### src/rtl/usb_rx_sequencer.sv
// Receive-path control unit for the USB full-speed receiver: SYNC check,
// per-byte FIFO write strobes, packet-length bound and sticky error reporting.
module usb_rx_sequencer #(
  parameter logic [7:0] SYNC_BYTE = 8'h80,
  parameter int unsigned MAX_BYTES = 64
) (
  input  logic       clk,
  input  logic       n_rst,
  input  logic       d_edge,
  input  logic       eop,
  input  logic       shift_enable,
  input  logic       byte_received,
  input  logic [7:0] rcv_data,
  input  logic       fifo_full,
  output logic       rcving,
  output logic       w_enable,
  output logic       r_error,
  output logic [6:0] byte_count
);

  localparam logic [6:0] MAX_CNT = 7'(MAX_BYTES);

  typedef enum logic [3:0] {
    IDLE       = 4'd0,
    RCV_SYNC   = 4'd1,
    CHECK_SYNC = 4'd2,
    RCV_BYTE   = 4'd3,
    STORE      = 4'd4,
    BOUNDARY   = 4'd5,
    EOP_WAIT   = 4'd6,
    ERR_EOP    = 4'd7,
    ERR_IDLE   = 4'd8
  } state_e;

  state_e     state_q, state_d;
  logic       r_error_q, r_error_d;
  logic [6:0] byte_count_q, byte_count_d;
  logic       w_enable_q, w_enable_d;
  logic       sync_ok_q, sync_ok_d;

  logic eop_sample;
  assign eop_sample = eop && shift_enable;

  // NOTE: every variable assigned in this block gets a default first, so no
  // path through the case statement can leave a value held (latch inferred).
  always_comb begin
    state_d      = state_q;
    r_error_d    = r_error_q;
    byte_count_d = byte_count_q;
    w_enable_d   = 1'b0;
    sync_ok_d    = sync_ok_q;

    case (state_q)
      IDLE: begin
        if (d_edge) begin
          state_d      = RCV_SYNC;
          r_error_d    = 1'b0;
          byte_count_d = '0;
        end
      end

      RCV_SYNC: begin
        if (byte_received) begin
          sync_ok_d = (rcv_data == SYNC_BYTE);
          state_d   = CHECK_SYNC;
        end else if (eop_sample) begin
          state_d = ERR_EOP;
        end
      end

      CHECK_SYNC: state_d = sync_ok_q ? RCV_BYTE : ERR_EOP;

      RCV_BYTE: begin
        // The store decision is taken here and registered, so w_enable comes
        // straight from a flop during STORE with no path from fifo_full.
        if (byte_received) begin
          w_enable_d = !fifo_full && (byte_count_q != MAX_CNT);
          state_d    = STORE;
        end else if (eop_sample) begin
          state_d = ERR_EOP;
        end
      end

      STORE: begin
        if (w_enable_q) begin
          byte_count_d = byte_count_q + 7'd1;
          state_d      = BOUNDARY;
        end else begin
          state_d = ERR_EOP;
        end
      end

      BOUNDARY: begin
        if (shift_enable) state_d = eop ? EOP_WAIT : RCV_BYTE;
      end

      EOP_WAIT: if (d_edge) state_d = IDLE;

      ERR_EOP:  if (eop_sample) state_d = ERR_IDLE;

      ERR_IDLE: if (d_edge) state_d = IDLE;

      default:  state_d = IDLE;
    endcase

    if (state_d == ERR_EOP) r_error_d = 1'b1;
  end

  // NOTE: sequential state uses non-blocking assignments so every flop samples
  // pre-edge values regardless of statement order.
  always_ff @(posedge clk or negedge n_rst) begin
    if (!n_rst) begin
      state_q      <= IDLE;
      r_error_q    <= 1'b0;
      byte_count_q <= '0;
      w_enable_q   <= 1'b0;
      sync_ok_q    <= 1'b0;
    end else begin
      state_q      <= state_d;
      r_error_q    <= r_error_d;
      byte_count_q <= byte_count_d;
      w_enable_q   <= w_enable_d;
      sync_ok_q    <= sync_ok_d;
    end
  end

  assign rcving     = (state_q != IDLE);
  assign w_enable   = w_enable_q;
  assign r_error    = r_error_q;
  assign byte_count = byte_count_q;

endmodule

### config.mk
export PLATFORM = sky130hd
export DESIGN_NAME = usb_rx_sequencer
export DESIGN_NICKNAME = d
export VERILOG_FILES = /design/src/rtl/usb_rx_sequencer.sv
export SDC_FILE = /design/constraint.sdc
export NUM_CORES = 1
export LEC_CHECK = 0
export ABC_AREA = 0
export BUFFER_PORTS_ARGS = -buffer_cell sky130_fd_sc_hd__buf_2
export CORE_AREA = 2 2 45 47
export CTS_CLUSTER_SIZE = 8
export DETAILED_ROUTE_END_ITERATION = 8
export DIE_AREA = 0 0 47 49
export PLACE_DENSITY = 0.75
export SETUP_SLACK_MARGIN = 0.1
export SLEW_MARGIN = 40
export SYNTH_ARGS = -nofsm -noshare
export SYNTH_HDL_FRONTEND = slang
export SYNTH_SLANG_ARGS = --single-unit
### constraint.sdc
create_clock -name clk -period 1.84 [get_ports clk]
set_input_delay 0.092 -clock clk [delete_from_list [all_inputs] [get_ports clk]]
set_output_delay 0.092 -clock clk [all_outputs]
set_load 0.02 [all_outputs]
==> metrics <==
die width 47 um; post-synth top area cell dfrtp_1; vias in the first global route 806; TNS Setup 0 ns; CTS clk-pin slew, worst paths 0.09 ns; initial drt markers 22; count leader, synth dfrtp_1; RSZ-0062 raised after global routing false; Final Slew Violations 0; share of flip-flops with an asynchronous set or reset 1.00; gr usage total 0.202; Startpoint Class flop; DP HPWL 1.54 mm; EDFF count, synth 0; CP endpoint kind flop; largest family of logic cells by synthesized area simple AND/OR/NAND/NOR gates; global-route wire length before repair 3.40 mm; CP Depth 5; CTS sink count 14; status finished, final reports clean; post-route ant nets 0; CP peak stage delay 0.49 ns; CTS Root Cell clkbuf_4; Layout area overhead 22.3%; delay-heaviest family, CP simple AND/OR/NAND/NOR gates; Area contributors post-synth dfrtp_1, nand2_1, nand3_1; worst-skew pair later-pin latency 0.28 ns; Clock Path Buffers 2; fin crit period 1.61 ns; number of synthesized register bits 14; post-synthesis adder-cell area fraction 0.0287; TritonCTS Buffers 3; Overflow after GRT 0; overall routed net length 1.98 mm; critical setup path kind reg2reg; worst reg-to-reg path cell count 5; mux share of post-synthesis cell area 0.0544; Worst-Margin Slew between 0.4 and 0.5 ns; simple-gate share of the synthesized area 0.264; Post-synth top flop dfrtp_1; Synth Area in Compound Gates 0.186; post-route cell area 1070 um^2; share of layout cells above drive strength 1 0.266; xor and xnor area share after synthesis 0.0100; Avg Inst Size Synth 9.00 um^2; CTS tree yes; Final nets 142; Yosys warning count 0; Clock Skew 0.00306 ns; Logic pwr share 0.480; Die Area 2300 um^2; Inserted Diodes 0; 1st-pass router iterations 4; # setup viols final 0; Die H approximately 50 um; P_leak 0.497 nW; worst path bufs/invs 0; pin count of the biggest net entering global routing 15; DR vias/cell around 5.6; placed inst area 1010 um^2; Synth Net Count about 110; Max VDD drop 915 uV; Peak Freq between 0.6 and 0.7 GHz; Port Buffers 24; placement row count 16; Int Pwr between 0.8 and 0.9 mW; Avg WL per Cell 13.1 um; total power approximately 1.6 mW; clock power share 0.142; final hold vios 0; H-tree levels 1; reg2reg setup slack 0.23 ns; Synth Cell Area ~870 um^2; Tightest Hold Check Type in2reg; Synth cell types 35; sw frac 0.449; Worst Slack Setup Final 0.227 ns; core footprint approximately 1800 um^2; Synth Instances 97; Slowest-stage cell, CP dfrtp_2; Final GP Congestion 0.880; Vias 850; commonest cells in the netlist dfrtp_1, nand2_1, nand3_1, nor2_1, o21ai_0; worst path cell trace nor3_4 > and3_1 > nand2_1 > or3_1 > a21oi_1; Setup Fix Bufs, Post-CTS 0; Seq pwr share 0.378; maxcap violations 0; DR DRC count 0; antenna violations before repair 0; Setup Slack @ Placement ~0.19 ns; IO Pins 25; PwrDens roughly 1500 nW/um^2; CP max FO 10; WP data arrival ~1.8 ns; Slew HR 0.683; crit path to byte_count[6]; Synth top area share 0.401; starting density of the core 0.474; NetSw 0.697 mW; end of the worst register-to-register path byte_count[6]; timing startpoint of the critical path state_q[0]; Period Utilization, post-route 0.877; RR Startpoint state_q[0]; sequential share of the synthesized area 0.401; Worst EP required slightly above 2 ns
-- power by group through the flow --
stage          combinational [mW]  clock, mW  sequential [mW]
2_1_floorplan               0.581          0            0.549
3_3_place_gp                0.721          0            0.582
3_5_place_dp                0.737          0            0.586
4_1_cts                     0.742      0.228            0.580
5_1_grt                     0.827      0.250            0.610
6_report                    0.746      0.221            0.588
-- sequential cells by signal (all words and copies together), names as in the netlist --
| register | count |
|---|---|
| byte_count | 7 |
| state_q | 4 |
| r_error | 1 |
| sync_ok_q | 1 |
| w_enable | 1 |
-- routing by layer --
layer | part of all wire | GRT usage | up-vias
li1 | - | - | 412
met4 | 0.024 | 0.116 | 0
met5 | 0 | 0 | -
met1 | 0.44 | 0.280 | 397
met2 | 0.48 | 0.297 | 37
met3 | 0.052 | 0.0222 | 4
-- placed cells by master, fill, tap and decap left out, types with 2 or more instances in the layout --
cell type / Yosys / final
buf_4: 1 / 2
and3_1: 3 / 3
o21ai_1: 2 / 2
nor4b_1: 2 / 2
nand2b_1: 2 / 2
nand3_1: 7 / 7
nor4_1: 3 / 3
clkbuf_4: 0 / 3
nand2_1: 13 / 13
inv_1: 4 / 4
buf_2: 3 / 24
or3_1: 2 / 2
a21oi_1: 3 / 3
dlygate4sd3_1: 0 / 2
nor2_1: 7 / 7
ha_1: 2 / 2
a22o_1: 2 / 2
dfrtp_2: 0 / 2
dfrtp_1: 14 / 12
o31ai_1: 2 / 2
o21ai_0: 7 / 7
-- through the flow --
step           hold WS [ns]  std cells  utilization
5_1_grt              0.0697        151        0.580
6_report             0.0774        151        0.580
3_5_place_dp        0.00852        145        0.548
2_1_floorplan        -0.204         97            -
3_3_place_gp        0.00383        145        0.548
4_1_cts              0.0669        151        0.578
-- timing repair --
action                                  CTS  global route
gates resized for setup                   0             3
endpoints found under the setup margin    0             1
hold buffers                              2             0
hold endpoints to repair                 15             0
-- worst min-delay path, cell delays in order --
cell and delay (ns):
buf_2 0.07, nor4b_1 0.04, nand2_1 0.05, o31ai_1 0.06
-- kinds of logic (layout without fill, tap and decap cells) --
group | count (synthesis) | after routing
flip-flops | 14 | 14
AND/OR/NAND/NOR | 44 | 44
XOR/XNOR | 1 | 1
buffers and inverters | 9 | 36
AO/OA/AOI/OAI | 24 | 24
multiplexers | 3 | 3
adder cells (fa/ha/maj) | 2 | 2
-- layout make-up --
class                      instances  area [um^2]
fill                             171          773
inverter                           4         15.0
multi-input combinational         74          475
clock buffer                       4         36.3
timing repair buffer              28          155
sequential                        14          353
tap                               27         33.8
-- how the worst min path moves through the flow --
stage                startpoint       endpoint  slack [ns]  cells past startpoint
floorplan                 n_rst  byte_count[0]       -0.20                      0
global placement          n_rst     state_q[2]       0.004                      1
detailed placement        n_rst  byte_count[1]       0.009                      1
CTS                 rcv_data[6]      sync_ok_q        0.07                      4
global route        rcv_data[2]      sync_ok_q        0.07                      4
finish              rcv_data[6]      sync_ok_q        0.08                      4
Power figures use the tool's default switching activity.
